===== src/rtl/rs485_master_poller.sv =====
// RS485 9-bit multidrop bus master: sends one address frame, releases the
// bus, then receives a two-frame 16-bit reply and reports word or error.
//
// state         | meaning
// --------------+------------------------------------------------------
// S_IDLE        | bus released, tx idle high, waiting for start
// S_TX_ADDR     | driving the 11-bit address frame, tx_enable high
// S_WAIT_START  | listening for a reply start bit, timeout running
// S_CHECK_START | confirming the start bit at its midpoint
// S_RX_BITS     | sampling d0..d7, 9th bit and stop of one reply frame
// S_DONE        | data_valid pulse, data_out already loaded
// S_ERR         | error pulse, err_code already loaded
module rs485_master_poller #(
  parameter int TIMEOUT_BITS = 64
) (
  input  logic        clk,
  input  logic        rst,
  input  logic        start,
  input  logic [7:0]  slave_addr,
  input  logic [7:0]  clk_per_bit,
  input  logic        rx,
  output logic        tx,
  output logic        tx_enable,
  output logic        busy,
  output logic [15:0] data_out,
  output logic        data_valid,
  output logic        error,
  output logic [1:0]  err_code
);

  localparam int TW = $clog2(TIMEOUT_BITS + 1);

  typedef enum logic [2:0] {
    S_IDLE, S_TX_ADDR, S_WAIT_START, S_CHECK_START, S_RX_BITS, S_DONE, S_ERR
  } state_t;

  state_t        state_q, state_d;
  logic          rx_meta_q, rx_sync_q;
  logic [7:0]    cpb_q, cpb_d;
  logic [7:0]    bcnt_q, bcnt_d;
  logic [3:0]    bidx_q, bidx_d;
  logic [10:0]   tsh_q, tsh_d;
  logic [8:0]    rsh_q, rsh_d;
  logic [7:0]    lo_q, lo_d;
  logic          frame_q, frame_d;
  logic [TW-1:0] tout_q, tout_d;
  logic [15:0]   data_q, data_d;
  logic [1:0]    ecode_q, ecode_d;

  logic          bit_end;
  logic [7:0]    half;

  assign bit_end = (bcnt_q == cpb_q - 8'd1);
  assign half    = (cpb_q - 8'd1) >> 1;

  // Two-flop synchronizer for the asynchronous receive line.
  always_ff @(posedge clk) begin
    if (!rst) begin
      rx_meta_q <= 1'b1;
      rx_sync_q <= 1'b1;
    end else begin
      rx_meta_q <= rx;
      rx_sync_q <= rx_meta_q;
    end
  end

  // State and datapath registers.
  always_ff @(posedge clk) begin
    if (!rst) begin
      state_q <= S_IDLE;
      cpb_q   <= 8'd4;
      bcnt_q  <= '0;
      bidx_q  <= '0;
      tsh_q   <= '1;
      rsh_q   <= '0;
      lo_q    <= '0;
      frame_q <= 1'b0;
      tout_q  <= '0;
      data_q  <= '0;
      ecode_q <= 2'b00;
    end else begin
      state_q <= state_d;
      cpb_q   <= cpb_d;
      bcnt_q  <= bcnt_d;
      bidx_q  <= bidx_d;
      tsh_q   <= tsh_d;
      rsh_q   <= rsh_d;
      lo_q    <= lo_d;
      frame_q <= frame_d;
      tout_q  <= tout_d;
      data_q  <= data_d;
      ecode_q <= ecode_d;
    end
  end

  // Next-state logic; data_out and err_code load on entry to DONE/ERR so
  // they are already valid during the pulse cycle.
  always_comb begin
    state_d = state_q;
    cpb_d   = cpb_q;
    bcnt_d  = bcnt_q;
    bidx_d  = bidx_q;
    tsh_d   = tsh_q;
    rsh_d   = rsh_q;
    lo_d    = lo_q;
    frame_d = frame_q;
    tout_d  = tout_q;
    data_d  = data_q;
    ecode_d = ecode_q;
    unique case (state_q)
      S_IDLE: begin
        if (start) begin
          cpb_d   = (clk_per_bit < 8'd4) ? 8'd4 : clk_per_bit;
          tsh_d   = {2'b11, slave_addr, 1'b0};
          bcnt_d  = '0;
          bidx_d  = '0;
          state_d = S_TX_ADDR;
        end
      end
      S_TX_ADDR: begin
        if (bit_end) begin
          bcnt_d = '0;
          tsh_d  = {1'b1, tsh_q[10:1]};
          bidx_d = bidx_q + 4'd1;
          if (bidx_q == 4'd10) begin
            tout_d  = '0;
            frame_d = 1'b0;
            state_d = S_WAIT_START;
          end
        end else begin
          bcnt_d = bcnt_q + 8'd1;
        end
      end
      S_WAIT_START: begin
        if (!rx_sync_q) begin
          bcnt_d  = '0;
          state_d = S_CHECK_START;
        end else if (bit_end) begin
          bcnt_d = '0;
          tout_d = tout_q + TW'(1);
          if (tout_q == TW'(TIMEOUT_BITS - 1)) begin
            ecode_d = 2'b01;
            state_d = S_ERR;
          end
        end else begin
          bcnt_d = bcnt_q + 8'd1;
        end
      end
      S_CHECK_START: begin
        if (bcnt_q == half) begin
          bcnt_d = '0;
          bidx_d = '0;
          // a high line at mid-bit means the falling edge was a glitch
          state_d = rx_sync_q ? S_WAIT_START : S_RX_BITS;
        end else begin
          bcnt_d = bcnt_q + 8'd1;
        end
      end
      S_RX_BITS: begin
        if (bit_end) begin
          bcnt_d = '0;
          if (bidx_q == 4'd9) begin
            if (rsh_q[8]) begin
              ecode_d = 2'b11;
              state_d = S_ERR;
            end else if (!rx_sync_q) begin
              ecode_d = 2'b10;
              state_d = S_ERR;
            end else if (!frame_q) begin
              lo_d    = rsh_q[7:0];
              frame_d = 1'b1;
              tout_d  = '0;
              state_d = S_WAIT_START;
            end else begin
              data_d  = {rsh_q[7:0], lo_q};
              state_d = S_DONE;
            end
          end else begin
            rsh_d  = {rx_sync_q, rsh_q[8:1]};
            bidx_d = bidx_q + 4'd1;
          end
        end else begin
          bcnt_d = bcnt_q + 8'd1;
        end
      end
      S_DONE:  state_d = S_IDLE;
      S_ERR:   state_d = S_IDLE;
      default: state_d = S_IDLE;
    endcase
  end

  assign tx         = (state_q == S_TX_ADDR) ? tsh_q[0] : 1'b1;
  assign tx_enable  = (state_q == S_TX_ADDR);
  assign busy       = (state_q != S_IDLE) && (state_q != S_DONE) && (state_q != S_ERR);
  assign data_valid = (state_q == S_DONE);
  assign error      = (state_q == S_ERR);
  assign data_out   = data_q;
  assign err_code   = ecode_q;

endmodule


===== config.mk =====
export PLATFORM = sky130hd
export DESIGN_NAME = rs485_master_poller
export DESIGN_NICKNAME = d
export VERILOG_FILES = /design/src/rtl/rs485_master_poller.sv
export SDC_FILE = /design/constraint.sdc
export NUM_CORES = 1
export LEC_CHECK = 0
export BUFFER_PORTS_ARGS = -buffer_cell sky130_fd_sc_hd__buf_2
export CAP_MARGIN = 0
export CORE_MARGIN = 3
export CORE_UTILIZATION = 58
export DETAILED_ROUTE_END_ITERATION = 16
export PLACE_DENSITY = 0.79
export SLEW_MARGIN = 20
export SYNTH_ARGS = -nofsm -noshare
export SYNTH_HDL_FRONTEND = slang
export SYNTH_SLANG_ARGS = --single-unit

===== constraint.sdc =====
create_clock -name clk -period 3.9 [get_ports clk]
set_input_delay 0.585 -clock clk [delete_from_list [all_inputs] [get_ports clk]]
set_output_delay 0.585 -clock clk [all_outputs]
set_load 0.02 [all_outputs]

Word level (Yosys, flattened, before mapping)
Cells that the tools add are included.
{"block": "word_totals", "regBits": 79, "input_bits": 20, "output_inout_bits": 23}
{"block": "op_classes", "n_addsub": 4, "n_lt_le_gt_ge": 1, "n_eq_ne": 29, "n_mux": 55, "bitwise": 3, "reduce_logical": 22}
{"operator": "two-way mux 7 bit", "count": 9}
{"operator": "two-way mux 8 bit", "count": 5}
{"operator": "two-way mux 3 bit", "count": 13}
{"operator": "case mux 8 bit (4 select lines)", "count": 1}
{"operator": "two-way mux 11 bit", "count": 2}
{"operator": "!= test 2 bit (second input constant)", "count": 11}
{"operator": "case mux 11 bit (2 select lines)", "count": 1}
{"operator": "case mux 7 bit (3 select lines)", "count": 1}
{"operator": "two-way mux 4 bit", "count": 5}
{"operator": "AND reduction 6 bit", "count": 3}
{"operator": "case mux 4 bit (4 select lines)", "count": 1}
{"operator": "!= test 3 bit (second input constant)", "count": 5}
{"operator": "case mux 3 bit (5 select lines)", "count": 1}
{"operator": "two-way mux 2 bit", "count": 7}
{"operator": "AND reduction 7 bit", "count": 2}
{"operator": "AND reduction 10 bit", "count": 1}
{"operator": "== test 3 bit (second input constant)", "count": 3}
{"operator": "adder 8 x 1 -> 8 bit (second input constant)", "count": 1}
{"operator": "== test 4 bit (second input constant)", "count": 2}
{"operator": "== test 8 x 7 -> 1 bit", "count": 1}
{"operator": "== test 8 bit", "count": 1}
{"operator": "< comparator 8 x 3 -> 1 bit (second input constant)", "count": 1}
{"operator": "AND reduction 8 bit", "count": 1}
{"operator": "nonzero test 4 bit", "count": 2}
{"operator": "18 further kinds", "count": 34}

Longest topological paths before layout
{"block": "logic_depth", "word_depth": 6, "mapped_depth": 12, "depth_no_buf": 10}

Least setup slack after synthesis
Ideal clock, no wire load.
{"block": "synth_timing", "path_type": "reg2reg", "from": "register cpb_q[0]", "to": "register bidx_q[3]", "setup_time_ns": 0.070, "t_arrival_ns": 3.163, "required_ns": 3.830, "slack_ns": 0.666, "stages_incl_launch_ff": 12, "path_buffers": 1, "synth_period_minus_slack_ns": 3.234, "path_cell_list": "dfxtp_1 > inv_1 > ha_1 > or4b_4 > or3_1 > a311oi_1 > nand4_1 > buf_4 > o21a_1 > a2111o_1 > or4_1 > a21oi_1"}
{"block": "synth_via", "elab_chain_cells": 4, "elab_cells_between_ends": 7}
{"element": "from (decl)", "line": "39", "rtl": "logic [7:0] cpb_q, cpb_d;"}
{"element": "from (signal assigned)", "line": "83", "rtl": "cpb_q <= cpb_d;"}
{"element": "subtractor 8 x 1 -> 8 bit *", "line": "53, 54"}
{"element": "== test 8 x 7 -> 1 bit or == test 8 bit (tied branches)", "line": "150, 53"}
{"element": "!= test 2 bit (no source line) or != test 2 x 1 -> 1 bit (tied branches)"}
{"element": "AND reduction 6 bit (no source line) *"}
{"element": "to (signal assigned)", "line": "85", "rtl": "bidx_q <= bidx_d;"}
{"element": "to (decl)", "line": "41", "rtl": "logic [3:0] bidx_q, bidx_d;"}
Every way passes the cells marked *; elsewhere a longest branch is shown, timed or not.
A chain may end at the register's enable or synchronous reset.

Worst setup path in the final report
Same ends and word-level chain as after synthesis.

==> flow_summary_export.csv <==
group,metric,value,unit
sta,setup_ws,416,ps
global_route,grt_max_degree,33,
cts,clock_latency,350,ps
run,maxCapViolCount,0,
cts,postCtsSetupBuffers,0,
sta,min_period,3480,ps
synth,yosysTopAreaCell,"dfxtp_1",
power,ir_drop,0.393,mV
routing,drc,0,
routing,drt-pass1-iter-count,5,
routing,num_vias,3449,
synth,syn-num-nets,498,
cells_and_area,drive_gt1_share,13.6,%
synth,synth_top_area_share,39.8,%
synth,synth_common_cells,"77 x dfxtp_1, 77 x nor2_1, 60 x nand2_1",
cts,cts_tree,"built",
global_route,grt_pass1_wl,14100,um
setup_path,crit_type,"flip-flop to flip-flop",
synth,synthTopCellsByArea,"dfxtp_1 40%, mux2i_1 10%, nor2_1 7.5%",
setup_path,cp_num_buf_inv,2,
cts,numCtsBuffers,9,
sta,finClkSkew,9.96,ps
routing,ant_nets,0,
floorplan,die_x,87.7,um
cts,path_clk_slew,90,ps
cts,cts_root_buf,"clkbuf_8",
synth,ys_warn_count,0,
synth,postSynthAreaPerCell,8.20,um^2
power,netSwitchingFraction,35.9,%
worst_hold_path,hold_start,"rx",
worst_hold_path,min_to,"rx_meta_q$_SDFF_PN1_",
setup_path,critical_path.top_delay_family,"simple AND/OR/NAND/NOR gates",
cells_and_area,syn_to_final_growth,11.4,%
floorplan,fp.coreArea,0.00642,mm^2
power,seq_power_share,43.5,%
setup_path,worstRegToRegCells,11,
setup_path,required,4190,ps
placement,placement.io_buffers,42,
worst_hold_path,hold_depth,2,
power,leakage,1.82,nW
floorplan,fp.dieH,87.7,um
setup_path,end_kind,"flip-flop",
global_route,track_usage,23.0,%
cts,cts.sinks,77,
cts,cts_buffer_depth,2,
sta,fin_crit_sh,89.3,%
synth,async_reset_ff_share,0,%
placement,dpl.hpwl,5800,um
placement,pre_cts_slack,438,ps
cells_and_area,fin_util,67.2,%
setup_path,critPathMaxFanout,10,
synth,syn_inst,472,
sta,tightest_slew,906,ps
power,p_clk_share,29.7,%
sta,slew_violations,0,
sta,setup_viol,0,
synth,synth_seq_cells,77,
setup_path,timing.rr.start,"cpb_q[0]$_SDFFE_PN0P_",
routing,vias_per_cell,5.91,
routing,routed_wl,8420,um
cells_and_area,fin_nets,528,
sta,setup_tns,0,ps
sta,max_slew_margin,39.5,%
global_route,overflow,0,
power,power.density,507,mW/mm^2
global_route,antenna_found_initial,0,
power,intPower,0.00140,W
cells_and_area,n_antenna_cell,0,
setup_path,slowest_delay,530,ps
synth,synth_ff_type,"dfxtp_1",
setup_path,r2r_end,"bidx_q[3]$_SDFFE_PN0P_",
setup_path,worstPathCellList,"inv_1 > ha_1 > or4b_4 > or3_1 > a311oi_1 > nand4_1 > buf_4 > o21a_1 > a2111o_1 > or4_1 > a21oi_1",
power,pwr-share-comb,26.9,%
routing,initialDrtViolationCount,225,
routing,wl_per_cell,14.4,um
synth,synth-edff-count,0,
global_route,first_global_vias,3131,
placement,place_congestion,0.891,
sta,finalHoldViolCount,0,
cts,ctsResizeCount,0,
floorplan,fp.dieArea,0.00769,mm^2
sta,rsz0062_at_grt,"false",
floorplan,initial_core_util,60.3,%
cells_and_area,final.fill_count,553,
status,status,"complete, no violations",
floorplan,num_rows,29,
floorplan,num_io_pins,43,
cts,cts-htree-levels,3,
setup_path,arrival,3770,ps
synth,synthesis.area,0.00387,mm^2
setup_path,reg2reg_setup_slack,420,ps
synth,yosysSeqAreaShare,39.8,%
setup_path,cp_slowest_cell,"or4_1",
sta,fmax,287,MHz
cts,hold_buffers,0,
power,switchingPower,0.000785,W
worst_hold_path,hold_path.class,"input pin to flip-flop",
synth,synth.distinct_cells,55,
setup_path,start_kind,"flip-flop",
[worst register-to-register path, stage by stage, from the launching register on]
cell and delay (ps):
dfxtp_1 370, inv_1 80, ha_1 200, or4b_4 480, or3_1 320, a311oi_1 260
nand4_1 170, buf_4 210, o21a_1 190, a2111o_1 480, or4_1 530, a21oi_1 140
[worst max path at each step]
stage          slack (ps)  cells after the start                   from                endpoint
2_1_floorplan         670                     11  cpb_q[0]$_SDFFE_PN0P_  bidx_q[3]$_SDFFE_PN0P_
3_3_place_gp          530                     11  cpb_q[0]$_SDFFE_PN0P_  bidx_q[3]$_SDFFE_PN0P_
3_5_place_dp          440                     11  cpb_q[0]$_SDFFE_PN0P_  bidx_q[3]$_SDFFE_PN0P_
4_1_cts               410                     11  cpb_q[0]$_SDFFE_PN0P_  bidx_q[3]$_SDFFE_PN0P_
5_1_grt               170                     10  cpb_q[1]$_SDFFE_PN0P_  bidx_q[3]$_SDFFE_PN0P_
6_report              420                     11  cpb_q[0]$_SDFFE_PN0P_  bidx_q[3]$_SDFFE_PN0P_
[layout make-up]
cell class,instances,area (um^2),share of cell area [%]
multi-input cells,355,2170,50.2
flip-flops and latches,77,1540,35.7
repair buffers,48,255,5.91
clock buffers,9,124,2.87
well taps,77,96.3,2.23
clock inverters,7,88.8,2.06
inverters,11,41.3,0.957
[placed cells by master, fill, tap and decap left out, types with 7 or more instances in the layout]
master and count:
nor2b_1 11, mux2i_1 39, nand3_1 10, nor2_1 77, clkbuf_8 9, o311ai_0 7
o21ai_0 17, nand2_1 60, a21oi_1 21, nor3_1 9, inv_1 9, dfxtp_1 77
nand2b_1 7, buf_2 42, xnor2_1 14
[per-stage QoR]
step                std cells  instance area, um^2  hold slack [ps]  power (W)
floorplan                 472                 3870              386    0.00143
global placement          568                 4100              398    0.00153
detailed placement        568                 4100              400    0.00155
CTS                       584                 4320              399    0.00220
global route              584                 4320              395    0.00232
finish                    584                 4320              409    0.00219
[power by group through the flow]
stage,Clock (W),Sequential [W],Combinational [W]
final,0.000649,0.000951,0.000588
after global routing,0.000695,0.000964,0.000666
after CTS,0.000665,0.000948,0.000589
after detailed placement,0,0.000967,0.000586
after global placement,0,0.000962,0.000571
after floorplan,0,0.000912,0.000514
[logic make-up (layout without fill, tap and decap cells)]
family / count (synthesis) / after routing / synth area share (%)
buffers and inverters: 40 / 75 / 4.20
adders and majority gates: 6 / 6 / 1.94
muxes: 40 / 40 / 10.4
AOI/OAI and AO/OA: 83 / 83 / 14.3
DFF: 77 / 77 / 39.8
xor gates and xnor gates: 19 / 19 / 4.30
and+or+nand+nor: 207 / 207 / 25.1
[per-layer routing]
| layer | track usage [%] | vias up | share of wire [%] |
|---|---|---|---|
| met3 | 5.93 | 14 | 4.5 |
| met2 | 37.5 | 90 | 48 |
| met5 | 0 | - | 0 |
| met1 | 29.9 | 1643 | 46 |
| met4 | 7.25 | 0 | 1.3 |
| li1 | - | 1702 | - |
[flip-flops by register name, summed over array words and instances (netlist names), 2 cells and up]
name / cells
state_q: 3
cpb_q: 8
tout_q: 7
err_code: 2
data_out: 16
bidx_q: 4
rsh_q: 9
bcnt_q: 8
tsh_q: 9
lo_q: 8
Power figures use the tool's default switching activity.
